==> src/rtl/nibble_serial_addsub_if.sv <==
// Operand/result bundle for the nibble-serial add/subtract unit.
// The master drives a request (start/op/a/b), the slave returns status and the registered result.
interface nibble_serial_addsub_if #(
    parameter int NIBBLES = 4
) ();
    localparam int W = 4 * NIBBLES;

    // Handshake: a request is taken on any rising edge where start=1 and busy=0
    // (this includes the done cycle). The operands are sampled only on that edge.
    // done is a one-cycle pulse marking that result/carry_out/overflow were just updated.
    logic         start;
    logic         op;
    logic [W-1:0] a;
    logic [W-1:0] b;
    logic         busy;
    logic         done;
    logic [W-1:0] result;
    logic         carry_out;
    logic         overflow;

    modport master (
        output start, op, a, b,
        input  busy, done, result, carry_out, overflow
    );

    modport slave (
        input  start, op, a, b,
        output busy, done, result, carry_out, overflow
    );
endinterface

==> src/rtl/nibble_serial_addsub.sv <==
// Word-width add/subtract built from one 4-bit slice per clock, LSB nibble first,
// with a registered carry between slices instead of a wide carry chain.
module nibble_serial_addsub #(
    parameter int NIBBLES = 4
) (
    input  logic                                  clk,
    input  logic                                  rst_n,
    nibble_serial_addsub_if.slave                 bus,
    output logic [$clog2(NIBBLES)+1:0]            dbg
);
    localparam int W  = 4 * NIBBLES;
    localparam int IW = $clog2(NIBBLES);

    typedef enum logic {
        IDLE = 1'b0,
        RUN  = 1'b1
    } state_e;

    state_e         state_q;
    state_e         state_d;
    logic [W-1:0]   a_q;
    logic [W-1:0]   beff_q;
    logic [W-1:0]   acc_q;
    logic [W-1:0]   acc_d;
    logic           op_q;
    logic           carry_q;
    logic [IW-1:0]  idx_q;
    logic [3:0]     a_nib;
    logic [3:0]     b_nib;
    logic [4:0]     sum;
    logic           last;
    logic           accept;

    // State register
    always_ff @(posedge clk or negedge rst_n) begin
        if (!rst_n) begin
            state_q <= IDLE;
        end else begin
            state_q <= state_d;
        end
    end

    // Next-state logic
    always_comb begin
        state_d = state_q;
        case (state_q)
            IDLE: if (bus.start) state_d = RUN;
            RUN:  if (last)      state_d = IDLE;
            default: state_d = IDLE;
        endcase
    end

    // Output / slice decode
    always_comb begin
        accept   = (state_q == IDLE) && bus.start;
        last     = (state_q == RUN) && (idx_q == IW'(NIBBLES - 1));
        a_nib    = a_q[{idx_q, 2'b00} +: 4];
        b_nib    = beff_q[{idx_q, 2'b00} +: 4];
        sum      = {1'b0, a_nib} + {1'b0, b_nib} + {4'b0000, carry_q};
        acc_d    = acc_q;
        acc_d[{idx_q, 2'b00} +: 4] = sum[3:0];
        bus.busy = (state_q == RUN);
        dbg      = {state_q == RUN, op_q, idx_q};
    end

    // Datapath; the published result only moves on the edge that raises done
    always_ff @(posedge clk or negedge rst_n) begin
        if (!rst_n) begin
            a_q           <= '0;
            beff_q        <= '0;
            acc_q         <= '0;
            op_q          <= 1'b0;
            carry_q       <= 1'b0;
            idx_q         <= '0;
            bus.done      <= 1'b0;
            bus.result    <= '0;
            bus.carry_out <= 1'b0;
            bus.overflow  <= 1'b0;
        end else begin
            bus.done <= 1'b0;
            if (accept) begin
                a_q     <= bus.a;
                beff_q  <= bus.b ^ {W{bus.op}};
                op_q    <= bus.op;
                carry_q <= bus.op;
                idx_q   <= '0;
            end else if (state_q == RUN) begin
                acc_q   <= acc_d;
                carry_q <= sum[4];
                if (last) begin
                    idx_q         <= '0;
                    bus.done      <= 1'b1;
                    bus.result    <= acc_d;
                    bus.carry_out <= sum[4];
                    bus.overflow  <= (a_q[W-1] == beff_q[W-1]) && (sum[3] != a_q[W-1]);
                end else begin
                    idx_q <= idx_q + 1'b1;
                end
            end
        end
    end
endmodule

==> src/flat_wrapper.sv <==
// flat-port wrapper written by rule: the top's interface ports become plain ports
module nibble_serial_addsub_flat 
#(
    parameter int NIBBLES = 4
)
  (clk, rst_n, dbg, bus_start, bus_op, bus_a, bus_b, bus_busy, bus_done, bus_result, bus_carry_out, bus_overflow);
  nibble_serial_addsub_if #(.NIBBLES(NIBBLES)) bus_i ();
  input  logic clk;
  input  logic rst_n;
  output logic [$clog2(NIBBLES)+1:0] dbg;
  input wire logic [$bits(bus_i.start)-1:0] bus_start;
  input wire logic [$bits(bus_i.op)-1:0] bus_op;
  input wire logic [$bits(bus_i.a)-1:0] bus_a;
  input wire logic [$bits(bus_i.b)-1:0] bus_b;
  output wire logic [$bits(bus_i.busy)-1:0] bus_busy;
  output wire logic [$bits(bus_i.done)-1:0] bus_done;
  output wire logic [$bits(bus_i.result)-1:0] bus_result;
  output wire logic [$bits(bus_i.carry_out)-1:0] bus_carry_out;
  output wire logic [$bits(bus_i.overflow)-1:0] bus_overflow;
  assign bus_i.start = bus_start;
  assign bus_i.op = bus_op;
  assign bus_i.a = bus_a;
  assign bus_i.b = bus_b;
  assign bus_busy = bus_i.busy;
  assign bus_done = bus_i.done;
  assign bus_result = bus_i.result;
  assign bus_carry_out = bus_i.carry_out;
  assign bus_overflow = bus_i.overflow;
  nibble_serial_addsub #(.NIBBLES(NIBBLES)) u_core (.clk(clk), .rst_n(rst_n), .bus(bus_i), .dbg(dbg));
endmodule
==> config.mk <==
export PLATFORM = sky130hd
export DESIGN_NAME = nibble_serial_addsub_flat
export DESIGN_NICKNAME = d
export VERILOG_FILES = /design/src/rtl/nibble_serial_addsub_if.sv /design/src/rtl/nibble_serial_addsub.sv /design/src/flat_wrapper.sv
export SDC_FILE = /design/constraint.sdc
export NUM_CORES = 1
export LEC_CHECK = 0
export BUFFER_PORTS_ARGS = -buffer_cell sky130_fd_sc_hd__buf_2
export CAP_MARGIN = 20
export CORE_MARGIN = 5
export CORE_UTILIZATION = 58
export DETAILED_ROUTE_END_ITERATION = 7
export MAX_ROUTING_LAYER = met4
export PLACE_DENSITY = 0.89
export SYNTH_ARGS = -nofsm -noshare
export SYNTH_HDL_FRONTEND = slang
export SYNTH_SLANG_ARGS = --single-unit
==> constraint.sdc <==
create_clock -name clk -period 6.3 [get_ports clk]
set_clock_uncertainty 0.1 [all_clocks]
set_input_delay 0.315 -clock clk [delete_from_list [all_inputs] [get_ports clk]]
set_output_delay 0.315 -clock clk [all_outputs]
set_load 0.1 [all_outputs]
==> impl_metrics.json, run 1 <==
{
  "synthArstFlopShare_pct": 100.0,
  "clk_pin_slew_worst_paths_ps": 70,
  "relSlewSlack_pct": 32.96,
  "vias_per_cell": 5.633,
  "finalHoldViolations": 0,
  "initial_core_util_pct": 59.62,
  "row_count": 27,
  "grt.overflow.total": 0,
  "place_congestion": 0.8618,
  "post_cts_buffers": 0,
  "reg2reg_setup_slack_ps": 3120,
  "synth_area_leaders": "dfrtp_1 52%, mux2_2 5.8%, o21ai_0 5.6%",
  "rr_worst_depth": 6,
  "numCtsBuffers": 9,
  "syn_avg_cell_area_um2": 11.21,
  "h-tree-depth": 3,
  "tightest_slew_ps": 1003,
  "timing.setup.tns_ps": 0,
  "numPortBuffers": 59,
  "grtUsageMet2_pct": 34.32,
  "multi_input_comb_area_mm2": 0.001470,
  "io_pins": 60,
  "status": "completed",
  "synth_top_area_cell": "dfrtp_1",
  "fin_crit_ps": 3176,
  "drcViolationCount": 0,
  "criticalPathCategory": "flop to flop",
  "num_antenna_cells": 0,
  "die_y_um": 85.24,
  "syn_nets": 339,
  "gr-max-usage-layer": "met2",
  "max_freq_mhz": 314.8,
  "ys_seq_area_share_pct": 51.83,
  "synthCells": 293,
  "ant_nets": 0,
  "synthFlopType": "dfrtp_1",
  "rsz0062_at_grt": "no",
  "layout.cells.non_filler": 422,
  "synth-warning-count": 0,
  "synth-seq-cells": 68,
  "cp.arrival_ps": 3330,
  "fin_util_pct": 69.01,
  "synth_top_area_share_pct": 51.83,
  "cp_max_fo": 15,
  "grt_pass1_wl_mm": 11.37,
  "routed_wl_mm": 7.010,
  "clk_latency_ps": 340,
  "max-cap-violations": 0,
  "synth_edf_count": 0,
  "track_usage_pct": 20.80,
  "yosys-top-cells-count": "68 x dfrtp_1, 44 x nand2_1, 37 x o21ai_0",
  "first_pass_iters": 4,
  "end_kind": "flop",
  "core-area_mm2": 0.005507,
  "antenna_found_initial": 0,
  "synth.most_common_cell": "dfrtp_1",
  "dp_hpwl_mm": 5.011,
  "synthDistinctLibCells": 34,
  "drv_slew": 0,
  "nNetsFinal": 393,
  "timing.final.crit_share_pct": 50.42,
  "root_buffer": "clkbuf_8",
  "dp_cells": 408,
  "use_met1_pct": 23.89,
  "setup_viol": 0,
  "cts.sinks": 68,
  "layout-drive-gt1-share_pct": 29.71,
  "die_area_mm2": 0.007265,
  "cts_tree": "done",
  "syn_area_mm2": 0.003283,
  "startpoint_type": "flop",
  "cts_resized": 0,
  "grt_max_degree": 69,
  "required_ps": 6450,
  "area_delta_synth_final_pct": 15.74,
  "hp-class": "primary input to asynchronous set/reset pin",
  "wl_per_cell_um": 16.61,
  "ctsHoldBuffers": 0,
  "vias": 2377,
  "n_fill_cell": 421,
  "die_w_um": 85.24,
  "r2r-start": "u_core.idx_q[0]",
  "met3_usage_pct": 3.786,
  "first_global_vias": 2448,
  "first_iter_violations": 192,
  "cts.path.max_buffers": 2,
  "reg2reg_to": "u_core.acc_q[10]",
  "sequential_cell_area_mm2": 0.001702
}
[layout make-up]
| cell class | count | share of cell area (%) |
|---|---|---|
| inverter | 5 | 0.4939 |
| sequential | 68 | 44.78 |
| clock inverter | 1 | 0.7903 |
| multi-input combinational | 202 | 38.69 |
| timing repair buffer | 61 | 8.166 |
| tap | 72 | 2.371 |
| clock buffer | 13 | 4.709 |
[critical path: stages (launching register included)]
cell and delay, ps:
dfrtp_1 790, mux4_2 600, fa_1 440, fa_1 410, xor2_1 360, nand2_1 160
o21ai_0 210
[layer usage]
layer / up-vias / wire (µm)
met2: 96 / 3531
met5: - / 0
met1: 1140 / 2844
met4: 0 / 177
li1: 1123 / -
met3: 18 / 456
[through the flow]
stage | hold slack, ps | cell area [µm²] | setup WS, ps
finish | 69.64 | 3800 | 3124
global route | 93.35 | 3800 | 2951
floorplan | -80.59 | 3283 | 2958
detailed placement | 363.0 | 3591 | 3155
CTS | 86.07 | 3800 | 3141
global placement | 356.0 | 3591 | 3231
[worst max path at each step]
stage / from / to / slack (ps) / cells past startpoint
2_1_floorplan: u_core.idx_q[0] / u_core.acc_q[10] / 2960 / 7
3_3_place_gp: u_core.idx_q[0] / u_core.bus.result[14] / 3230 / 6
3_5_place_dp: u_core.idx_q[0] / u_core.acc_q[2] / 3160 / 6
4_1_cts: u_core.idx_q[0] / u_core.acc_q[2] / 3140 / 6
5_1_grt: u_core.idx_q[0] / u_core.acc_q[6] / 2950 / 6
6_report: u_core.idx_q[0] / u_core.acc_q[10] / 3120 / 6
[placed cells by master (no fill, tap or decap), types with 3 or more instances in the layout]
master / n
o21ai_0: 37
mux2_2: 17
a32o_1: 4
nor2b_1: 11
nor2_1: 6
dfrtp_1: 68
ha_1: 8
nand2b_1: 3
nor3b_1: 3
inv_1: 5
a21o_1: 3
nand2_1: 44
a21oi_1: 15
clkbuf_8: 13
nand3_1: 4
buf_2: 59
xnor2_1: 17
mux4_2: 8
o31ai_1: 4
[sequential cells by signal, indices dropped and copies added, names as in the netlist]
name / count
u_core.a_q: 16
u_core.beff_q: 16
u_core.bus.result: 16
u_core.acc_q: 12
u_core.idx_q: 2
u_core.bus.busy: 1
u_core.bus.carry_out: 1
u_core.bus.done: 1
u_core.bus.overflow: 1
u_core.carry_q: 1
u_core.op_q: 1
[cells by family (layout without fill, tap and decap cells)]
kind of cell | count (synthesis) | count (layout) | share of synthesized area, %
xor gates and xnor gates | 19 | 19 | 5.297
adders and majority gates | 10 | 10 | 4.268
muxes | 25 | 25 | 11.32
AOI/OAI and AO/OA | 67 | 67 | 12.08
and+or+nand+nor | 81 | 81 | 11.81
DFF | 68 | 68 | 51.83
buffers and inverters | 23 | 80 | 3.392
Power of run 1 is left out: the tool's default activity adds up to more than one toggle a clock period on the data nets, which glitch-free logic cannot reach.
==> run 2, diff against run 1 <==
Settings changed: ABC_AREA set to 1, CORE_UTILIZATION 58 to 50, PLACE_DENSITY 0.89 to 0.82.
Clock period 6.3 ns to 2.8 ns, I/O delays scaled along.
==> impl_metrics.json, run 2 <==
{
  "first_pass_iters": 4,
  "vias": 2912,
  "synth_top_family_by_area": "simple AND/OR/NAND/NOR gates",
  "top_regs": "u_core.a_q (16), u_core.beff_q (16), u_core.bus.result (16)",
  "synth-warning-count": 0,
  "synth.most_common_cell": "nand2_1",
  "tightest_slew_ps": 578.2,
  "ys_seq_area_share_pct": 50.96,
  "row_count": 29,
  "criticalPathCategory": "flop to flop",
  "dp_cells": 519,
  "required_ps": 2970,
  "core-area_mm2": 0.006422,
  "sequential_cell_area_mm2": 0.001709,
  "nNetsFinal": 533,
  "die_w_um": 91.73,
  "syn_avg_cell_area_um2": 8.412,
  "synth_area_leaders": "dfrtp_1 51%, nand2_1 17%, o21ai_0 6.1%",
  "yosys-top-cells-count": "152 x nand2_1, 68 x dfrtp_1, 41 x o21ai_0",
  "yosys.area_share.simple_pct": 23.04,
  "routed_wl_mm": 7.952,
  "relSlewSlack_pct": 61.45,
  "max_freq_mhz": 375.7,
  "grt_pass1_wl_mm": 13.27,
  "reg2reg_setup_slack_ps": 140,
  "h-tree-depth": 3,
  "final_common_cell": "nand2_1",
  "ant_nets": 0,
  "synthCells": 397,
  "syn_nets": 443,
  "root_buffer": "clkbuf_8",
  "cp.arrival_ps": 2830,
  "numPortBuffers": 59,
  "layout.cells.non_filler": 568,
  "timing.setup.tns_ps": 0,
  "rsz0062_at_grt": "no",
  "synthArstFlopShare_pct": 100.0,
  "mostFrequentLayoutCells": "152 x nand2_1, 66 x dfrtp_1, 59 x buf_2, 41 x o21ai_0, 32 x dlygate4sd3_1",
  "timing.final.crit_share_pct": 95.07,
  "cts.sinks": 68,
  "io_pins": 60,
  "finalHoldViolations": 0,
  "synthAdderAreaFrac_pct": 4.196,
  "cts.path.max_buffers": 2,
  "synth_top_area_cell": "dfrtp_1",
  "synthDistinctLibCells": 27,
  "fin_ws_ps": 138.2,
  "vias_per_cell": 5.127,
  "hold_ws_ps": 27.44,
  "drv_slew": 0,
  "grt_max_degree": 50,
  "fin_crit_ps": 2662,
  "synthXorXnorAreaFrac_pct": 4.459,
  "multi_input_comb_area_mm2": 0.001425,
  "num_antenna_cells": 0,
  "antenna_found_initial": 0,
  "synthMuxAreaShare_pct": 0,
  "numCtsBuffers": 9,
  "max-cap-violations": 0,
  "synth_top_area_share_pct": 50.96,
  "synth_edf_count": 0,
  "first_global_vias": 2899,
  "startpoint_type": "flop",
  "clk_latency_ps": 340,
  "first_iter_violations": 157,
  "die_y_um": 91.73,
  "hp-class": "primary input to flop",
  "status": "completed",
  "layout-drive-gt1-share_pct": 18.94,
  "end_kind": "flop",
  "die_area_mm2": 0.008413,
  "place_congestion": 0.9105,
  "synth-seq-cells": 68,
  "track_usage_pct": 20.53,
  "dp_hpwl_mm": 5.385,
  "wl_per_cell_um": 14.00,
  "synthFlopType": "dfrtp_1",
  "cts_tree": "done",
  "setup_viol": 0,
  "synth_compound_area_share_pct": 10.75,
  "cp_max_fo": 13,
  "pre_cts_slack_ps": 118.7,
  "grt.overflow.total": 0,
  "clk_pin_slew_worst_paths_ps": 60,
  "drcViolationCount": 0,
  "n_fill_cell": 530,
  "area_delta_synth_final_pct": 25.44,
  "syn_area_mm2": 0.003339,
  "initial_core_util_pct": 52.00
}
==> run 2: what timing repair did <==
action | CTS | global route
endpoints found under the hold margin | 78 | 0
hold buffers | 32 | 0
gates resized for setup | 0 | 1
endpoints found under the setup margin | 0 | 9
setup buffers | 0 | 1
==> run 2: critical path, cell delays in order, from the launching register on <==
cell     delay, ps
dfrtp_4        490
inv_1          190
o21ai_0        140
o22ai_1        120
fa_1           470
fa_1           530
inv_1           60
o32ai_1        330
nand2_1         80
o21ai_0         70
==> run 2: per-layer routing <==
metal / global-route usage [%] / wire (µm) / vias up
met2: 33.35 / 3998 / 81
met5: - / 0 / -
li1: - / - / 1446
met4: 6.807 / 144 / 0
met3: 6.547 / 420 / 16
met1: 24.31 / 3390 / 1369
==> run 2: metrics by stage <==
stage	area, µm²	util (%)
global placement	3665	57.06
finish	4189	65.23
floorplan	3347	-
CTS	4154	64.68
global route	4189	65.23
detailed placement	3665	57.06
==> run 2: kinds of logic (layout without fill, tap and decap cells) <==
group / after synthesis / in the layout
xor gates and xnor gates: 17 / 17
AOI/OAI and AO/OA: 64 / 64
and+or+nand+nor: 192 / 192
adders and majority gates: 10 / 10
buffers and inverters: 46 / 140
DFF: 68 / 68
==> run 2: area by class of cell <==
| class | instances | area share, % |
|---|---|---|
| clock buffer | 13 | 3.793 |
| clock inverter | 2 | 0.2389 |
| inverter | 25 | 2.240 |
| multi-input combinational | 283 | 34.02 |
| sequential | 68 | 40.80 |
| tap | 77 | 2.300 |
| timing repair buffer | 100 | 16.61 |
==> run 2: worst paths after layout <==
kind	start	to	cells past startpoint
hold reg to reg	u_core.bus.result[4]	u_core.bus.result[4]	2
min in group asynchronous	rst_n	u_core.bus.done	2
setup / recovery	u_core.idx_q[1]	u_core.acc_q[9]	9
setup reg to reg	u_core.idx_q[1]	u_core.acc_q[9]	9
max in group asynchronous	rst_n	u_core.a_q[6]	3
hold / removal	bus_b[4]	u_core.beff_q[4]	3
Power of run 2 is left out for the same reason.
==> run 3, diff against run 2 <==
Settings changed: CORE_MARGIN 5 to 3.
==> impl_metrics.json, run 3 (synthesis gave the netlist of run 2 again) <==
{
  "drcViolationCount": 0,
  "timing.final.crit_share_pct": 93.63,
  "track_usage_pct": 24.35,
  "cp_max_fo": 17,
  "final_common_cell": "nand2_1",
  "initial_core_util_pct": 52.00,
  "sequential_cell_area_mm2": 0.001709,
  "setup_viol": 0,
  "fin_util_pct": 64.82,
  "wl_per_cell_um": 14.11,
  "rsz0062_at_grt": "no",
  "placed_area_mm2": 0.003670,
  "layout-drive-gt1-share_pct": 17.96,
  "top_layer_used": "met4",
  "die_y_um": 87.73,
  "finalHoldViolations": 0,
  "finalInstanceArea_mm2": 0.004163,
  "vias": 2980,
  "cts_tree": "done",
  "tightest_slew_ps": 697.6,
  "cts.sinks": 68,
  "relSlewSlack_pct": 53.49,
  "n_fill_cell": 527,
  "required_ps": 2970,
  "fin_crit_ps": 2622,
  "drv_slew": 0,
  "root_buffer": "clkbuf_8",
  "timing.setup.tns_ps": 0,
  "die_w_um": 87.73,
  "area_delta_synth_final_pct": 24.65,
  "routed_wl_mm": 8.003,
  "vias_per_cell": 5.256,
  "hold_ws_ps": 64.03,
  "multi_input_comb_area_mm2": 0.001418,
  "wl_met2_mm": 3.916,
  "nNetsFinal": 531,
  "numPortBuffers": 59,
  "grt_max_degree": 45,
  "io_pins": 60,
  "antenna_found_initial": 0,
  "clk_pin_slew_worst_paths_ps": 70,
  "ant_nets": 0,
  "core-area_mm2": 0.006422,
  "grt_pass1_wl_mm": 13.85,
  "num_antenna_cells": 0,
  "crit_start": "u_core.idx_q[0]",
  "min_from": "bus_start",
  "first_pass_iters": 4,
  "cp.arrival_ps": 2790,
  "die_area_mm2": 0.007696,
  "place_congestion": 0.9687,
  "hp-class": "primary input to flop",
  "mostFrequentLayoutCells": "152 x nand2_1, 66 x dfrtp_1, 59 x buf_2, 41 x o21ai_0, 33 x dlygate4sd3_1",
  "first_iter_violations": 204,
  "max-cap-violations": 0,
  "post_cts_buffers": 0,
  "row_count": 29,
  "criticalPathCategory": "flop to flop",
  "grt.overflow.total": 0,
  "max_freq_mhz": 381.4,
  "h-tree-depth": 3,
  "end_kind": "flop",
  "r2r-start": "u_core.idx_q[0]",
  "top_regs": "u_core.a_q (16), u_core.beff_q (16), u_core.bus.result (16)",
  "clk_latency_ps": 350,
  "cts_resized": 0,
  "wl_met3_um": 504,
  "met1_length_mm": 3.368,
  "first_global_vias": 2946,
  "startpoint_type": "flop",
  "dp_hpwl_mm": 5.398,
  "status": "completed",
  "cts.path.max_buffers": 2,
  "numCtsBuffers": 9
}
==> run 3: changes by cell type in the layout (fill, tap and decap cells not counted), sizes merged <==
cell and change:
dlygate4sd3 +1, buf -2
==> run 3: worst max-delay path: stages (launching register included) <==
cell and delay [ps]:
dfrtp_4 480, inv_2 130, o21ai_0 180, o22ai_1 110
fa_1 450, fa_1 530, inv_1 60, o32ai_1 330
nand2_1 80, o21ai_0 80
==> run 3: timing repair <==
action,in CTS,in global routing
endpoints found under the hold margin,61,0
hold buffers,33,0
endpoints found under the setup margin,0,0
==> run 3: final timing paths <==
path                       slack [ps]  cells after the start                     to
setup / recovery                  180                      9        u_core.acc_q[9]
hold / removal                     60                      4        u_core.idx_q[1]
setup reg to reg                  180                      9        u_core.acc_q[9]
hold reg to reg                   370                      2  u_core.bus.result[13]
max in group asynchronous        1650                      3        u_core.idx_q[0]
min in group asynchronous         290                      2   u_core.bus.result[8]
==> run 3: through the flow <==
stage,setup WS [ps],instances
floorplan,0.6488,397
global placement,301.7,518
detailed placement,235.2,518
CTS,218.2,567
global route,1.118,567
finish,178.4,567
==> run 3: area by class of cell <==
cell class | instances | share of cell area, %
sequential | 68 | 41.06
multi-input combinational | 283 | 34.05
timing repair buffer | 98 | 16.41
clock buffer | 14 | 3.667
tap | 77 | 2.314
inverter | 25 | 2.254
clock inverter | 2 | 0.2405
==> run 3: metal layers <==
metal	GRT usage [%]	vias to the layer above
met3	6.021	23
met2	39.04	100
li1	-	1441
met4	9.484	0
met5	-	-
met1	29.64	1416
Power of run 3 is left out for the same reason.
